`src/rtl/pc_sequencer_pkg.sv`:
```
// Shared definitions for the program sequencer: run state and instruction opcodes.
package pc_sequencer_pkg;

   typedef enum logic [1:0] {
      IDLE = 2'd0,
      RUN  = 2'd1,
      DONE = 2'd2
   } pc_seq_state_t;

   localparam int unsigned OPCODE_W = 4;

   localparam logic [OPCODE_W-1:0] OP_NOP  = 4'h0;
   localparam logic [OPCODE_W-1:0] OP_LOAD = 4'h1;
   localparam logic [OPCODE_W-1:0] OP_STOR = 4'h2;
   localparam logic [OPCODE_W-1:0] OP_ADD  = 4'h3;
   localparam logic [OPCODE_W-1:0] OP_SUB  = 4'h4;
   localparam logic [OPCODE_W-1:0] OP_BLQZ = 4'h5;
   localparam logic [OPCODE_W-1:0] OP_HALT = 4'hF;

   function automatic logic isHalt(input logic [OPCODE_W-1:0] opcode);
      return opcode == OP_HALT;
   endfunction

endpackage

```
`src/rtl/pc_sequencer_if.sv`:
```
// Control/status bundle between the per-instruction control FSM and the program sequencer.
interface pc_sequencer_if #(
   parameter int unsigned PC_W     = 10,
   parameter int unsigned OFFSET_W = 8,
   parameter int unsigned CNT_W    = 16
);

   logic                start;
   logic                next_ins;
   logic                halt_ins;
   logic                branch_en;
   logic                branch_cond;
   logic [OFFSET_W-1:0] branch_offset;
   logic [PC_W-1:0]     pc;
   logic                running;
   logic                done;
   logic                fault;
   logic [CNT_W-1:0]    ins_count;

   modport master (
      output start, next_ins, halt_ins, branch_en, branch_cond, branch_offset,
      input  pc, running, done, fault, ins_count
   );

   modport slave (
      input  start, next_ins, halt_ins, branch_en, branch_cond, branch_offset,
      output pc, running, done, fault, ins_count
   );

endinterface

```
`src/rtl/pc_target_calc.sv`:
```
// Relative branch target: sign-extends the offset, adds it to pc in PC_W+1 signed bits,
// and flags whether the result lands inside the program.
module pc_target_calc #(
   parameter int unsigned PC_W     = 10,
   parameter int unsigned OFFSET_W = 8,
   parameter int unsigned PROG_LEN = 1024
) (
   input  logic [PC_W-1:0]     pc,
   input  logic [OFFSET_W-1:0] branch_offset,
   output logic [PC_W-1:0]     target,
   output logic                in_range
);

   localparam int unsigned SUM_W = PC_W + 1;
   localparam logic signed [SUM_W-1:0] LAST_PC = SUM_W'(PROG_LEN - 1);

   logic signed [SUM_W-1:0] offsetExt;
   logic signed [SUM_W-1:0] pcExt;
   logic signed [SUM_W-1:0] sum;

   always_comb begin
      offsetExt = SUM_W'(signed'(branch_offset));
      pcExt     = signed'({1'b0, pc});
      sum       = pcExt + offsetExt;
      target    = sum[PC_W-1:0];
      // Negative targets show up as the sign bit; the upper bound is the last legal word.
      in_range  = !sum[SUM_W-1] && (sum <= LAST_PC);
   end

endmodule

```
`src/rtl/pc_sequencer.sv`:
```
// Program counter owner: sequences IDLE -> RUN -> DONE, picks pc+1 / taken BLQZ / halt,
// and keeps a saturating retired-instruction count plus a bad-branch fault flag.
module pc_sequencer
   import pc_sequencer_pkg::*;
#(
   parameter int unsigned PC_W     = 10,
   parameter int unsigned OFFSET_W = 8,
   parameter int unsigned PROG_LEN = 1024,
   parameter int unsigned CNT_W    = 16
) (
   input  logic           clock,
   input  logic           reset_n,
   pc_sequencer_if.slave  bus
);

   localparam logic [PC_W-1:0] LAST_PC = PC_W'(PROG_LEN - 1);

   pc_seq_state_t    stateQ, stateD;
   logic [PC_W-1:0]  pcQ, pcD;
   logic [CNT_W-1:0] countQ, countD, countInc;
   logic             faultQ, faultD;
   logic [PC_W-1:0]  target;
   logic             inRange;
   logic             advance;
   logic             takeBranch;
   logic             launch;

   pc_target_calc #(
      .PC_W     (PC_W),
      .OFFSET_W (OFFSET_W),
      .PROG_LEN (PROG_LEN)
   ) u_target_calc (
      .pc            (pcQ),
      .branch_offset (bus.branch_offset),
      .target        (target),
      .in_range      (inRange)
   );

   assign advance    = (stateQ == RUN) && bus.next_ins;
   assign takeBranch = bus.branch_en && bus.branch_cond;
   assign launch     = (stateQ != RUN) && bus.start;
   assign countInc   = (&countQ) ? countQ : countQ + CNT_W'(1);

   always_ff @(posedge clock or negedge reset_n) begin
      if (!reset_n) begin
         stateQ <= IDLE;
      end else begin
         stateQ <= stateD;
      end
   end

   always_comb begin
      stateD = stateQ;
      case (stateQ)
         IDLE: if (bus.start) stateD = RUN;
         RUN: begin
            if (bus.next_ins) begin
               if (bus.halt_ins) begin
                  stateD = DONE;
               end else if (takeBranch) begin
                  if (!inRange) stateD = DONE;
               end else if (pcQ == LAST_PC) begin
                  stateD = DONE;
               end
            end
         end
         DONE:    if (bus.start) stateD = RUN;
         default: stateD = IDLE;
      endcase
   end

   always_comb begin
      pcD    = pcQ;
      countD = countQ;
      faultD = faultQ;
      if (launch) begin
         pcD    = '0;
         countD = '0;
         faultD = 1'b0;
      end else if (advance) begin
         if (bus.halt_ins) begin
            countD = countInc;
         end else if (takeBranch) begin
            // A branch off the program does not retire; it only records the fault.
            if (inRange) begin
               pcD    = target;
               countD = countInc;
            end else begin
               faultD = 1'b1;
            end
         end else begin
            if (pcQ != LAST_PC) pcD = pcQ + PC_W'(1);
            countD = countInc;
         end
      end
   end

   always_ff @(posedge clock or negedge reset_n) begin
      if (!reset_n) begin
         pcQ    <= '0;
         countQ <= '0;
         faultQ <= 1'b0;
      end else begin
         pcQ    <= pcD;
         countQ <= countD;
         faultQ <= faultD;
      end
   end

   always_comb begin
      bus.pc        = pcQ;
      bus.ins_count = countQ;
      bus.fault     = faultQ;
      bus.running   = (stateQ == RUN);
      bus.done      = (stateQ == DONE);
   end

endmodule

```
`src/flat_wrapper.sv`:
```
// flat-port wrapper written by rule: the top's interface ports become plain ports
module pc_sequencer_flat import pc_sequencer_pkg::*;
#(
   parameter int unsigned PC_W     = 10,
   parameter int unsigned OFFSET_W = 8,
   parameter int unsigned PROG_LEN = 1024,
   parameter int unsigned CNT_W    = 16
)
  (clock, reset_n, bus_start, bus_next_ins, bus_halt_ins, bus_branch_en, bus_branch_cond, bus_branch_offset, bus_pc, bus_running, bus_done, bus_fault, bus_ins_count);
  pc_sequencer_if #(.PC_W(PC_W), .OFFSET_W(OFFSET_W), .CNT_W(CNT_W)) bus_i ();
  input  logic clock;
  input  logic reset_n;
  input wire logic [$bits(bus_i.start)-1:0] bus_start;
  input wire logic [$bits(bus_i.next_ins)-1:0] bus_next_ins;
  input wire logic [$bits(bus_i.halt_ins)-1:0] bus_halt_ins;
  input wire logic [$bits(bus_i.branch_en)-1:0] bus_branch_en;
  input wire logic [$bits(bus_i.branch_cond)-1:0] bus_branch_cond;
  input wire logic [$bits(bus_i.branch_offset)-1:0] bus_branch_offset;
  output wire logic [$bits(bus_i.pc)-1:0] bus_pc;
  output wire logic [$bits(bus_i.running)-1:0] bus_running;
  output wire logic [$bits(bus_i.done)-1:0] bus_done;
  output wire logic [$bits(bus_i.fault)-1:0] bus_fault;
  output wire logic [$bits(bus_i.ins_count)-1:0] bus_ins_count;
  assign bus_i.start = bus_start;
  assign bus_i.next_ins = bus_next_ins;
  assign bus_i.halt_ins = bus_halt_ins;
  assign bus_i.branch_en = bus_branch_en;
  assign bus_i.branch_cond = bus_branch_cond;
  assign bus_i.branch_offset = bus_branch_offset;
  assign bus_pc = bus_i.pc;
  assign bus_running = bus_i.running;
  assign bus_done = bus_i.done;
  assign bus_fault = bus_i.fault;
  assign bus_ins_count = bus_i.ins_count;
  pc_sequencer #(.PC_W(PC_W), .OFFSET_W(OFFSET_W), .PROG_LEN(PROG_LEN), .CNT_W(CNT_W)) u_core (.clock(clock), .reset_n(reset_n), .bus(bus_i));
endmodule
```
`config.mk`:
```
export PLATFORM = sky130hd
export DESIGN_NAME = pc_sequencer_flat
export DESIGN_NICKNAME = d
export VERILOG_FILES = /design/src/rtl/pc_sequencer_pkg.sv /design/src/rtl/pc_sequencer_if.sv /design/src/rtl/pc_target_calc.sv /design/src/rtl/pc_sequencer.sv /design/src/flat_wrapper.sv
export SDC_FILE = /design/constraint.sdc
export NUM_CORES = 1
export LEC_CHECK = 0
export BUFFER_PORTS_ARGS = -buffer_cell sky130_fd_sc_hd__buf_2
export CAP_MARGIN = 20
export CORE_MARGIN = 3
export CORE_UTILIZATION = 58
export CTS_BUF_LIST = sky130_fd_sc_hd__clkbuf_4
export DETAILED_ROUTE_END_ITERATION = 10
export GPL_ROUTABILITY_DRIVEN = 0
export GPL_TIMING_DRIVEN = 1
export HOLD_SLACK_MARGIN = 0.05
export PLACE_DENSITY = 0.83
export SKIP_CTS_REPAIR_TIMING = 1
export SLEW_MARGIN = 20
export SYNTH_ARGS = -nofsm -noshare
export SYNTH_HDL_FRONTEND = slang
export SYNTH_SLANG_ARGS = --single-unit
```
`constraint.sdc`:
```
create_clock -name clock -period 2.8 [get_ports clock]
set_input_delay 0.14 -clock clock [delete_from_list [all_inputs] [get_ports clock]]
set_output_delay 0.14 -clock clock [all_outputs]
set_load 0.05 [all_outputs]
```
==> out/qor.txt, run 1 <==
Post-synth top cells: nand2_1 (36), dfrtp_1 (29), nor2_1 (18)
Total gr overflow: 0
WHS Endpoint: u_core.stateQ[0]$_DFFE_PN0P_
Min Tclk post-route: 2.584 ns
Layout Cell Area excl Fill: 2721 um2
Wire per inst: 16.31 um
Antenna fix cells: 0
Reg2Reg Launch Point: u_core.bus.pc[0]$_DFFE_PN0P_
Cell Rows: 22
CTS tree: done
Port bufs: 43
Hold Path Class: input port to register
Ports: 44
Die Y-Extent: 70.36 um
Pwr dens: 577.1 nW/um2
GRT Resource Usage Total: 0.2521
Full die area: 4950 um2
Endpoint type of the worst setup path: register
CTS sink count: 29
Residual DRC: 0
Synth warn: 0
Initial Utilization: 0.6279
Initial antenna violation count: 0
Crit path launch type: register
Synth top area share: 0.3021
Mapped cell area: 2402 um2
Nets@finish: 349
RSZ-0062 raised after global routing: false
WHS Path Cells: 3
Clk pin slew, worst setup/hold paths: 0.09 ns
Core Box Area: 3826 um2
Worst-path fanout max: 23
EDFF count, synth: 0
Post-Syn Instances: 277
Reg2reg path depth: 9
# setup viols final: 0
Dpl cells: 361
Lkg Pwr: 0.001339 uW
Post-synth ARST share: 1.000
Fraction of layout cells with a size suffix above 1: 0.2298
Max Transition Viols Final: 0
Yosys reg bits: 29
Die width: 70.36 um
Routed WL: 6036 um
Slew Limit Headroom: 0.4796
Area after DPL: 2651 um2
CTS Buf Count: 5
Synth-to-Final Area Change: 13.28%
Register area share after synthesis: 0.3021
Clock skew: 0.009986 ns
Dpl hpwl: 4378 um
Critical Path AT: 2.85 ns
Largest net degree at the start of global routing: 30
H-tree depth: 2
Kind of critical path: register to register
Number of global-route vias before repair: 2085
R2r setup slk: 0.22 ns
Fin. Hold Viols: 0
Fin crit share: 0.9228
Routed vias/inst: 6.422
Layout Cells excl Fill: 370
MaxCap Viol Count: 0
Longest Clk Path Bufs: 2
DR pass1 iterations: 5
FMAX: 387.0 MHz
Drt initial violations: 191
Fill cells: 310
First-pass GRT wire length: 10060 um
Hold Startpoint: bus_start
Vias: 2376
Outcome: finished, final reports clean
Reg2reg end: u_core.bus.ins_count[0]$_DFFE_PN0P_
Clk Latency, worst-skew pair: 0.35 ns
Primary FF master, synth: dfrtp_1
Yosys cell types: 59
Post-DRT Antenna Nets: 0
Root buffer cell: clkbuf_4
Worst Max-Slew Pin Slew: 0.7740 ns
Top-count cell post-synth: nand2_1
Syn_nets: 305
Top cell type by total area after synthesis: dfrtp_1
Critical Path RT: 3.07 ns
Mean Syn Cell Area: 8.673 um2
Setup TNS: 0 ns
Maximum vdd drop: 0.4946 mV
Synth area leaders: dfrtp_1 (30%), ha_1 (6.3%), mux2i_1 (5.8%)
## power breakdown
group	switching (uW)	internal, uW	total [uW]	leakage [uW]
Clock	156	129	285	0.0000368
Sequential	69.7	471	541	0.000397
Combinational	517	228	745	0.000905
## worst max-delay path by stage
stage / from / to / slack, ns / cells past startpoint
5_1_grt: u_core.bus.pc[0]$_DFFE_PN0P_ / u_core.bus.ins_count[0]$_DFFE_PN0P_ / 0.06 / 9
6_report: u_core.bus.pc[0]$_DFFE_PN0P_ / u_core.bus.ins_count[0]$_DFFE_PN0P_ / 0.22 / 9
4_1_cts: u_core.bus.pc[1]$_DFFE_PN0P_ / u_core.bus.ins_count[0]$_DFFE_PN0P_ / 0.22 / 8
3_3_place_gp: u_core.bus.pc[0]$_DFFE_PN0P_ / u_core.bus.ins_count[0]$_DFFE_PN0P_ / 0.35 / 9
2_1_floorplan: u_core.bus.pc[1]$_DFFE_PN0P_ / u_core.bus.ins_count[15]$_DFFE_PN0P_ / 0.1 / 9
3_5_place_dp: u_core.bus.pc[0]$_DFFE_PN0P_ / u_core.bus.ins_count[0]$_DFFE_PN0P_ / 0.25 / 9
## registers in the layout, summed over array words and instances (netlist names)
register	flops
u_core.bus.ins_count	16
u_core.bus.pc	10
u_core.stateQ	2
u_core.bus.fault	1
## layer usage
metal / wire length, um / share of wire / GRT usage
met1: 2763 / 0.46 / 0.3618
met2: 2797 / 0.46 / 0.3825
met3: 391 / 0.065 / 0.04892
met4: 84 / 0.014 / 0.07447
met5: 0 / 0 / 0
## final cells by class
type | instances | area [um2] | area share
flip-flops and latches | 29 | 726.9 | 0.2671
clock buffers | 8 | 60.06 | 0.02207
inverters | 13 | 48.80 | 0.01793
multi-input cells | 224 | 1570 | 0.5770
well taps | 48 | 60.06 | 0.02207
repair buffers | 48 | 255.2 | 0.09379
## cell families after synthesis
| kind of cell | Yosys count | share of synthesized area |
|---|---|---|
| flip-flops | 29 | 0.3021 |
| AND/OR/NAND/NOR | 107 | 0.2187 |
| XOR/XNOR | 7 | 0.02552 |
| multiplexers | 19 | 0.08802 |
| AO/OA/AOI/OAI | 78 | 0.2505 |
| adder cells (fa/ha/maj) | 13 | 0.07083 |
| buffers and inverters | 24 | 0.04427 |
## metrics by stage
step / utilization / hold slack (ns) / total power, uW / setup slack, ns
final: 0.7112 / 0.1170 / 1571 / 0.2162
after global routing: 0.7112 / 0.1256 / 1660 / 0.05682
after CTS: 0.7086 / -0.1642 / 1562 / 0.2243
after detailed placement: 0.6929 / 0.2061 / 1284 / 0.2477
after global placement: 0.6929 / 0.2080 / 1268 / 0.3547
after floorplan: - / -0.1556 / 1089 / 0.09930
## cell usage in the layout, fill, tap and decap left out, drive strengths merged, types with 6 or more instances in the layout
cell    synthesis  final
dfrtp          29     29
nand3          16     16
a32o            6      6
a21oi          10     10
o21ai          24     24
inv            13     13
mux2i          15     15
buf             3     47
nand2          36     36
clkbuf          8      8
ha             12     12
nor3            6      6
nor2           20     20
o211ai          7      7
## worst max-delay path: stages, from the launching register on
cell	delay, ns
dfrtp_2	0.37
ha_1	0.19
inv_1	0.06
fa_1	0.38
nand2b_1	0.21
a21oi_4	0.20
o211ai_4	0.13
mux2_4	0.45
o21ai_1	0.28
mux2i_1	0.22
(Power assumes the default switching activity.)
==> run 2, diff against run 1 <==
--- a/config.mk
+++ b/config.mk
@@ -8,13 +8,13 @@
 export BUFFER_PORTS_ARGS = -buffer_cell sky130_fd_sc_hd__buf_2
 export CAP_MARGIN = 20
 export CORE_MARGIN = 3
-export CORE_UTILIZATION = 58
-export CTS_BUF_LIST = sky130_fd_sc_hd__clkbuf_4
+export CORE_UTILIZATION = 56
+export CTS_BUF_LIST = sky130_fd_sc_hd__clkbuf_16
 export DETAILED_ROUTE_END_ITERATION = 10
 export GPL_ROUTABILITY_DRIVEN = 0
 export GPL_TIMING_DRIVEN = 1
 export HOLD_SLACK_MARGIN = 0.05
-export PLACE_DENSITY = 0.83
+export PLACE_DENSITY = 0.8
 export SKIP_CTS_REPAIR_TIMING = 1
 export SLEW_MARGIN = 20
 export SYNTH_ARGS = -nofsm -noshare
==> run 2 against run 1 <==
- design area rose by 3.3%
- global-route usage rose by 1.2 points
- maximum frequency fell by 1.6%
- count of clock-buffer cells in the layout is 3 lower
- critical path type unchanged
- clock skew decreased by 0.0051 ns
- power is 16% higher
- highest routed layer unchanged
- die area increased by 3.3%
- clock power up 84%
- sequential share of layout area is 0.84 points lower
- first-iteration DRC count increased by 42%
- via count shrank 1.1%
- largest power group unchanged
==> out/qor.txt, run 2 (synthesis results as in run 1) <==
Min Tclk post-route: 2.627 ns (+0.04305 ns)
DR pass1 iterations: 4 (-1)
Most frequent cells in the layout: buf_2 (43), nand2_1 (36), dfrtp_1 (28), nor2_1 (18), nand3_1 (15)
Setup TNS: 0 ns (unchanged)
Initial antenna violation count: 0 (unchanged)
CTS sink count: 29 (unchanged)
Slowest cell on the critical path: mux2_4
Critical Path RT: 3.00 ns (-0.07 ns)
Port bufs: 43 (unchanged)
GRT Resource Usage Total: 0.2640 (+0.01191)
Fill cells: 326 (+5.2%)
RSZ-0062 raised after global routing: false
Antenna fix cells: 0 (unchanged)
Fraction of layout cells with a size suffix above 1: 0.2291 (-0.0007115)
Total gr overflow: 0 (unchanged)
Drt initial violations: 271 (+42%)
Critical path's largest stage delay: 0.46 ns (about the same)
Maximum vdd drop: 0.4731 mV (-4.3%)
Largest register FFs: 16 (unchanged)
Max Transition Viols Final: 0 (unchanged)
Residual DRC: 0 (unchanged)
Most common cell after layout, fill and taps aside: buf_2
First-pass GRT wire length: 10820 um (+7.5%)
Critical Path AT: 2.82 ns (-0.03 ns)
Longest Clk Path Bufs: 2 (unchanged)
Full die area: 5112 um2 (+3.3%)
Worst Max-Slew Pin Slew: 0.6966 ns (-0.07740 ns)
Clk pin slew, worst setup/hold paths: 0.05 ns (-0.04 ns)
Fin. Hold Viols: 0 (unchanged)
FMAX: 380.7 MHz (-1.6%)
Hold Path Class: input port to register
Routed WL: 6283 um (+4.1%)
Post-DRT Antenna Nets: 0 (unchanged)
Cell Rows: 23 (+4.5%)
# setup viols final: 0 (unchanged)
Number of global-route vias before repair: 2227 (+6.8%)
Wire per inst: 16.84 um (+3.3%)
Die width: 71.50 um (+1.6%)
Clk Latency, worst-skew pair: 0.28 ns (-0.07 ns)
Dpl hpwl: 4416 um (+0.88%)
MaxCap Viol Count: 0 (unchanged)
Kind of critical path: register to register
Synth-to-Final Area Change: 16.98%
Ports: 44 (unchanged)
Endpoint type of the worst setup path: register
Crit path launch type: register
Nets@finish: 350 (+0.29%)
Die Y-Extent: 71.50 um (+1.6%)
CTS Buf Count: 5 (unchanged)
Clock skew: 0.004845 ns (-0.005141 ns)
Fin crit share: 0.9382 (+0.01538)
Initial Utilization: 0.5920 (-0.03582)
Vias: 2349 (-1.1%)
Root buffer cell: clkbuf_16
Pwr dens: 645.7 nW/um2 (+12%)
Power, Total: 1815 uW (+16%)
H-tree depth: 2 (unchanged)
Outcome: finished, final reports clean
CTS tree: done
Critical Path, Cell by Cell: ha_1 -> inv_1 -> fa_1 -> nand2b_1 -> a21oi_4 -> o211ai_4 -> mux2_4 -> o2111ai_1 -> mux2i_1
Core Box Area: 4058 um2 (+6.0%)
Routed vias/inst: 6.298 (-1.9%)
Largest net degree at the start of global routing: 30 (unchanged)
Worst-path fanout max: 23 (unchanged)
Lkg Pwr: 0.001382 uW (+3.2%)
Slew Limit Headroom: 0.5356 (+0.05601)
run 2: through the flow:
stage | setup WS [ns] | util | instances | hold WS (ns) | area (um2)
CTS | 0.2025 | 0.6901 | 372 | -0.07719 | 2800
global placement | 0.3397 | 0.6559 | 364 | 0.2208 | 2661
finish | 0.1731 | 0.6926 | 373 | 0.1777 | 2810
detailed placement | 0.2298 | 0.6559 | 364 | 0.2213 | 2661
global route | 0.06634 | 0.6926 | 373 | 0.2069 | 2810
floorplan | 0.09930 | - | 277 | -0.1556 | 2404
run 2: routing by layer:
metal / up-vias / global-route usage / wire length [um]
met5: - / 0 / 0
met4: 0 / 0.08142 / 101
met3: 13 / 0.06732 / 489
met2: 96 / 0.3939 / 2796
met1: 1111 / 0.3771 / 2897
li1: 1129 / - / -
run 2: where the power goes:
| part | switching (uW) | total (uW) | internal (uW) |
|---|---|---|---|
| logic | 522 | 752 | 231 |
| registers | 67.0 | 539 | 472 |
| clock network | 200 | 523 | 322 |
run 2: worst max-delay path: cells and delay by family, from the launching register on:
| family | cells | cell delay [ns] |
|---|---|---|
| muxes | 2 | 0.71 |
| DFF | 1 | 0.36 |
| and+or+nand+nor | 1 | 0.21 |
| AOI/OAI and AO/OA | 3 | 0.62 |
| buffers and inverters | 1 | 0.06 |
| adders and majority gates | 2 | 0.58 |
run 2: path summary, 6_finish.rpt:
| kind | slack (ns) | end | depth (start not counted) | startpoint |
|---|---|---|---|---|
| min reg2reg | 0.50 | u_core.bus.ins_count[7]$_DFFE_PN0P_ | 1 | u_core.bus.ins_count[7]$_DFFE_PN0P_ |
| max reg2reg | 0.17 | u_core.bus.ins_count[11]$_DFFE_PN0P_ | 9 | u_core.bus.pc[0]$_DFFE_PN0P_ |
| min | 0.18 | u_core.stateQ[0]$_DFFE_PN0P_ | 3 | bus_start |
| max | 0.17 | u_core.bus.ins_count[11]$_DFFE_PN0P_ | 9 | u_core.bus.pc[0]$_DFFE_PN0P_ |
| min in group asynchronous | 0.46 | u_core.bus.ins_count[9]$_DFFE_PN0P_ | 2 | reset_n |
| max in group asynchronous | 1.85 | u_core.bus.pc[0]$_DFFE_PN0P_ | 2 | reset_n |
run 2: area by class of cell:
type / count / area, um2 / area share
Tap cell: 50 / 62.56 / 0.02226
Clock inverter: 3 / 13.76 / 0.004898
Inverter: 13 / 48.80 / 0.01736
Timing Repair Buffer: 49 / 262.8 / 0.09350
Sequential cell: 29 / 726.9 / 0.2587
Multi-Input combinational cell: 224 / 1570 / 0.5588
Clock buffer: 5 / 125.1 / 0.04452
==> run 3, diff against run 2 <==
--- a/config.mk
+++ b/config.mk
@@ -15,7 +15,6 @@
 export GPL_TIMING_DRIVEN = 1
 export HOLD_SLACK_MARGIN = 0.05
 export PLACE_DENSITY = 0.8
-export SKIP_CTS_REPAIR_TIMING = 1
 export SLEW_MARGIN = 20
 export SYNTH_ARGS = -nofsm -noshare
 export SYNTH_HDL_FRONTEND = slang
==> constraint.sdc (replaced) <==
create_clock -name clock -period 2.8 [get_ports clock]
set_input_delay 0.42 -clock clock [delete_from_list [all_inputs] [get_ports clock]]
set_output_delay 0.42 -clock clock [all_outputs]
set_load 0.05 [all_outputs]
==> run 3 against run 2 <==
- hold slack improved by 0.0093 ns
- count of clock-buffer cells in the layout did not move
- register-to-register slack improved by 0.05 ns
- sequential power fell by 1%
- wire length fell by 0.91%
- core utilization rose by 0.46 points
- sequential share of layout area fell by 0.17 points
- power rose by 4.4%
- cell count fell by 0.27%
==> out/qor.txt, run 3 (synthesis results as in run 1) <==
Worst Max-Slew Pin Slew: 1.076 ns (+0.3794 ns)
Post-CTS Setup Bufs: 0
Drt initial violations: 209 (-23%)
Nets@finish: 350 (unchanged)
Slew Limit Headroom: 0.2772 (-0.2584)
Share of total power in combinational logic: 0.401 (-0.014)
Ports: 44 (unchanged)
Endpoint type of the worst setup path: register
Clock skew: 0.005026 ns (+0.0001803 ns)
Area after DPL: 2669 um2 (+0.28%)
Critical Path, Cell by Cell: ha_1 -> inv_1 -> fa_1 -> nand2b_1 -> a21oi_4 -> o211ai_4 -> mux2_4 -> o21ai_1 -> mux2i_1
Critical Path RT: 3.00 ns (about the same)
H-tree depth: 2 (unchanged)
Final Worst Setup Slack: 0.2191 ns (+0.04592 ns)
R2r setup slk: 0.22 ns (+0.05 ns)
Critical Path AT: 2.78 ns (-0.04 ns)
Vias: 2354 (+0.21%)
Reg2reg end: u_core.bus.ins_count[1]$_DFFE_PN0P_
Slowest cell on the critical path: mux2_4
Most frequent cells in the layout: buf_2 (43), nand2_1 (36), dfrtp_1 (28), nor2_1 (18), nand3_1 (15)
Hold Path Class: input port to async pin
Outcome: finished, final reports clean
DR pass1 iterations: 5 (+1)
CTS Buf Count: 5 (unchanged)
FMAX: 387.5 MHz (+1.8%)
Clock power share: 0.318 (+0.030)
Routed WL: 6226 um (-0.91%)
Fraction of layout cells with a size suffix above 1: 0.2329 (+0.003817)
Most common cell after layout, fill and taps aside: buf_2
Largest net degree at the start of global routing: 30 (unchanged)
Largest register FFs: 16 (unchanged)
Seq pwr share: 0.281 (-0.016)
Worst-path fanout max: 23 (unchanged)
Dpl hpwl: 4406 um (-0.23%)
Initial antenna violation count: 0 (unchanged)
Antenna fix cells: 0 (unchanged)
Hold_buf cts: 0
Fin util: 0.6972 (+0.004625)
Clk pin slew, worst setup/hold paths: 0.05 ns (about the same)
Layout Cell Area excl Fill: 2829 um2 (+0.67%)
Reg2reg path depth: 9 (unchanged)
Pwr dens: 669.7 nW/um2 (+3.7%)
Critical Path Start: u_core.bus.pc[0]$_DFFE_PN0P_
Fin. Hold Viols: 0 (unchanged)
Die Y-Extent: 71.50 um (unchanged)
Initial Utilization: 0.5920 (unchanged)
Max Transition Viols Final: 0 (unchanged)
CTS sink count: 29 (unchanged)
Maximum vdd drop: 0.5044 mV (+6.6%)
First-pass GRT wire length: 10530 um (-2.7%)
GRT Resource Usage Total: 0.2554 (-0.008636)
Total gr overflow: 0 (unchanged)
Internal power component: 1116 uW (+8.9%)
Crit path launch type: register
Reg2Reg Launch Point: u_core.bus.pc[0]$_DFFE_PN0P_
Lkg Pwr: 0.001387 uW (+0.38%)
Port bufs: 43 (unchanged)
Fin crit share: 0.9218 (-0.01640)
Full die area: 5112 um2 (unchanged)
Power, Total: 1894 uW (+4.4%)
Min Tclk post-route: 2.581 ns (-0.04592 ns)
MaxCap Viol Count: 0 (unchanged)
Dpl ws: 0.07645 ns (-0.1533 ns)
Synth-to-Final Area Change: 17.76%
Clk Latency, worst-skew pair: 0.28 ns (about the same)
Critical path's largest stage delay: 0.46 ns (about the same)
Die width: 71.50 um (unchanged)
CP top delay family: multiplexers
Kind of critical path: register to register
Number of global-route vias before repair: 2237 (+0.45%)
P_sw: 778.1 uW (-1.4%)
Setup crit end: u_core.bus.ins_count[1]$_DFFE_PN0P_
Residual DRC: 0 (unchanged)
Critical path depth in cells: 9 (unchanged)
Setup TNS: 0 ns (unchanged)
RSZ-0062 raised after global routing: false
Routed vias/inst: 6.328 (+0.48%)
CTS tree: done
Wire per inst: 16.74 um (-0.64%)
Cts repair resizes: 0
Buf+Inv Stages, Crit Path: 1 (unchanged)
Cell Rows: 23 (unchanged)
# setup viols final: 0 (unchanged)
Root buffer cell: clkbuf_16
Post-DRT Antenna Nets: 0 (unchanged)
Core Box Area: 4058 um2 (unchanged)
Sw Share: 0.4107 (-0.02414)
Longest Clk Path Bufs: 2 (unchanged)
[run 3: worst min-delay path by stage]
stage	endpoint	cells after the start
CTS	u_core.bus.ins_count[2]$_DFFE_PN0P_	1
floorplan	u_core.bus.fault$_DFFE_PN0P_	0
global route	u_core.bus.ins_count[2]$_DFFE_PN0P_	1
finish	u_core.bus.pc[2]$_DFFE_PN0P_	1
global placement	u_core.bus.ins_count[11]$_DFFE_PN0P_	1
detailed placement	u_core.bus.ins_count[2]$_DFFE_PN0P_	1
[run 3: cell type report]
type | instances | area (um2)
Multi-Input combinational cell | 224 | 1570
Fill cell | 311 | 1229
Sequential cell | 29 | 726.9
Timing Repair Buffer | 49 | 260.3
Clock buffer | 5 | 125.1
Tap cell | 50 | 62.56
Inverter | 13 | 48.80
Clock inverter | 2 | 35.03
[run 3: power groups by stage]
stage,Sequential (uW),Clock [uW],Combinational [uW]
finish,533,602,759
global placement,539,0,736
detailed placement,538,0,750
floorplan,682,0,407
global route,543,627,818
CTS,532,611,756
[run 3: per-stage QoR]
step,hold slack [ns],cells
2_1_floorplan,0.1244,277
3_3_place_gp,0.4817,365
3_5_place_dp,0.4961,365
4_1_cts,0.2025,372
5_1_grt,0.2317,372
6_report,0.1870,372
[run 3: metal layers]
metal / GRT usage / part of all wire / up-vias
li1: - / - / 1125
met1: 0.3621 / 0.45 / 1105
met2: 0.3724 / 0.46 / 114
met3: 0.06031 / 0.079 / 10
met4: 0.1086 / 0.018 / 0
met5: 0 / 0 / -
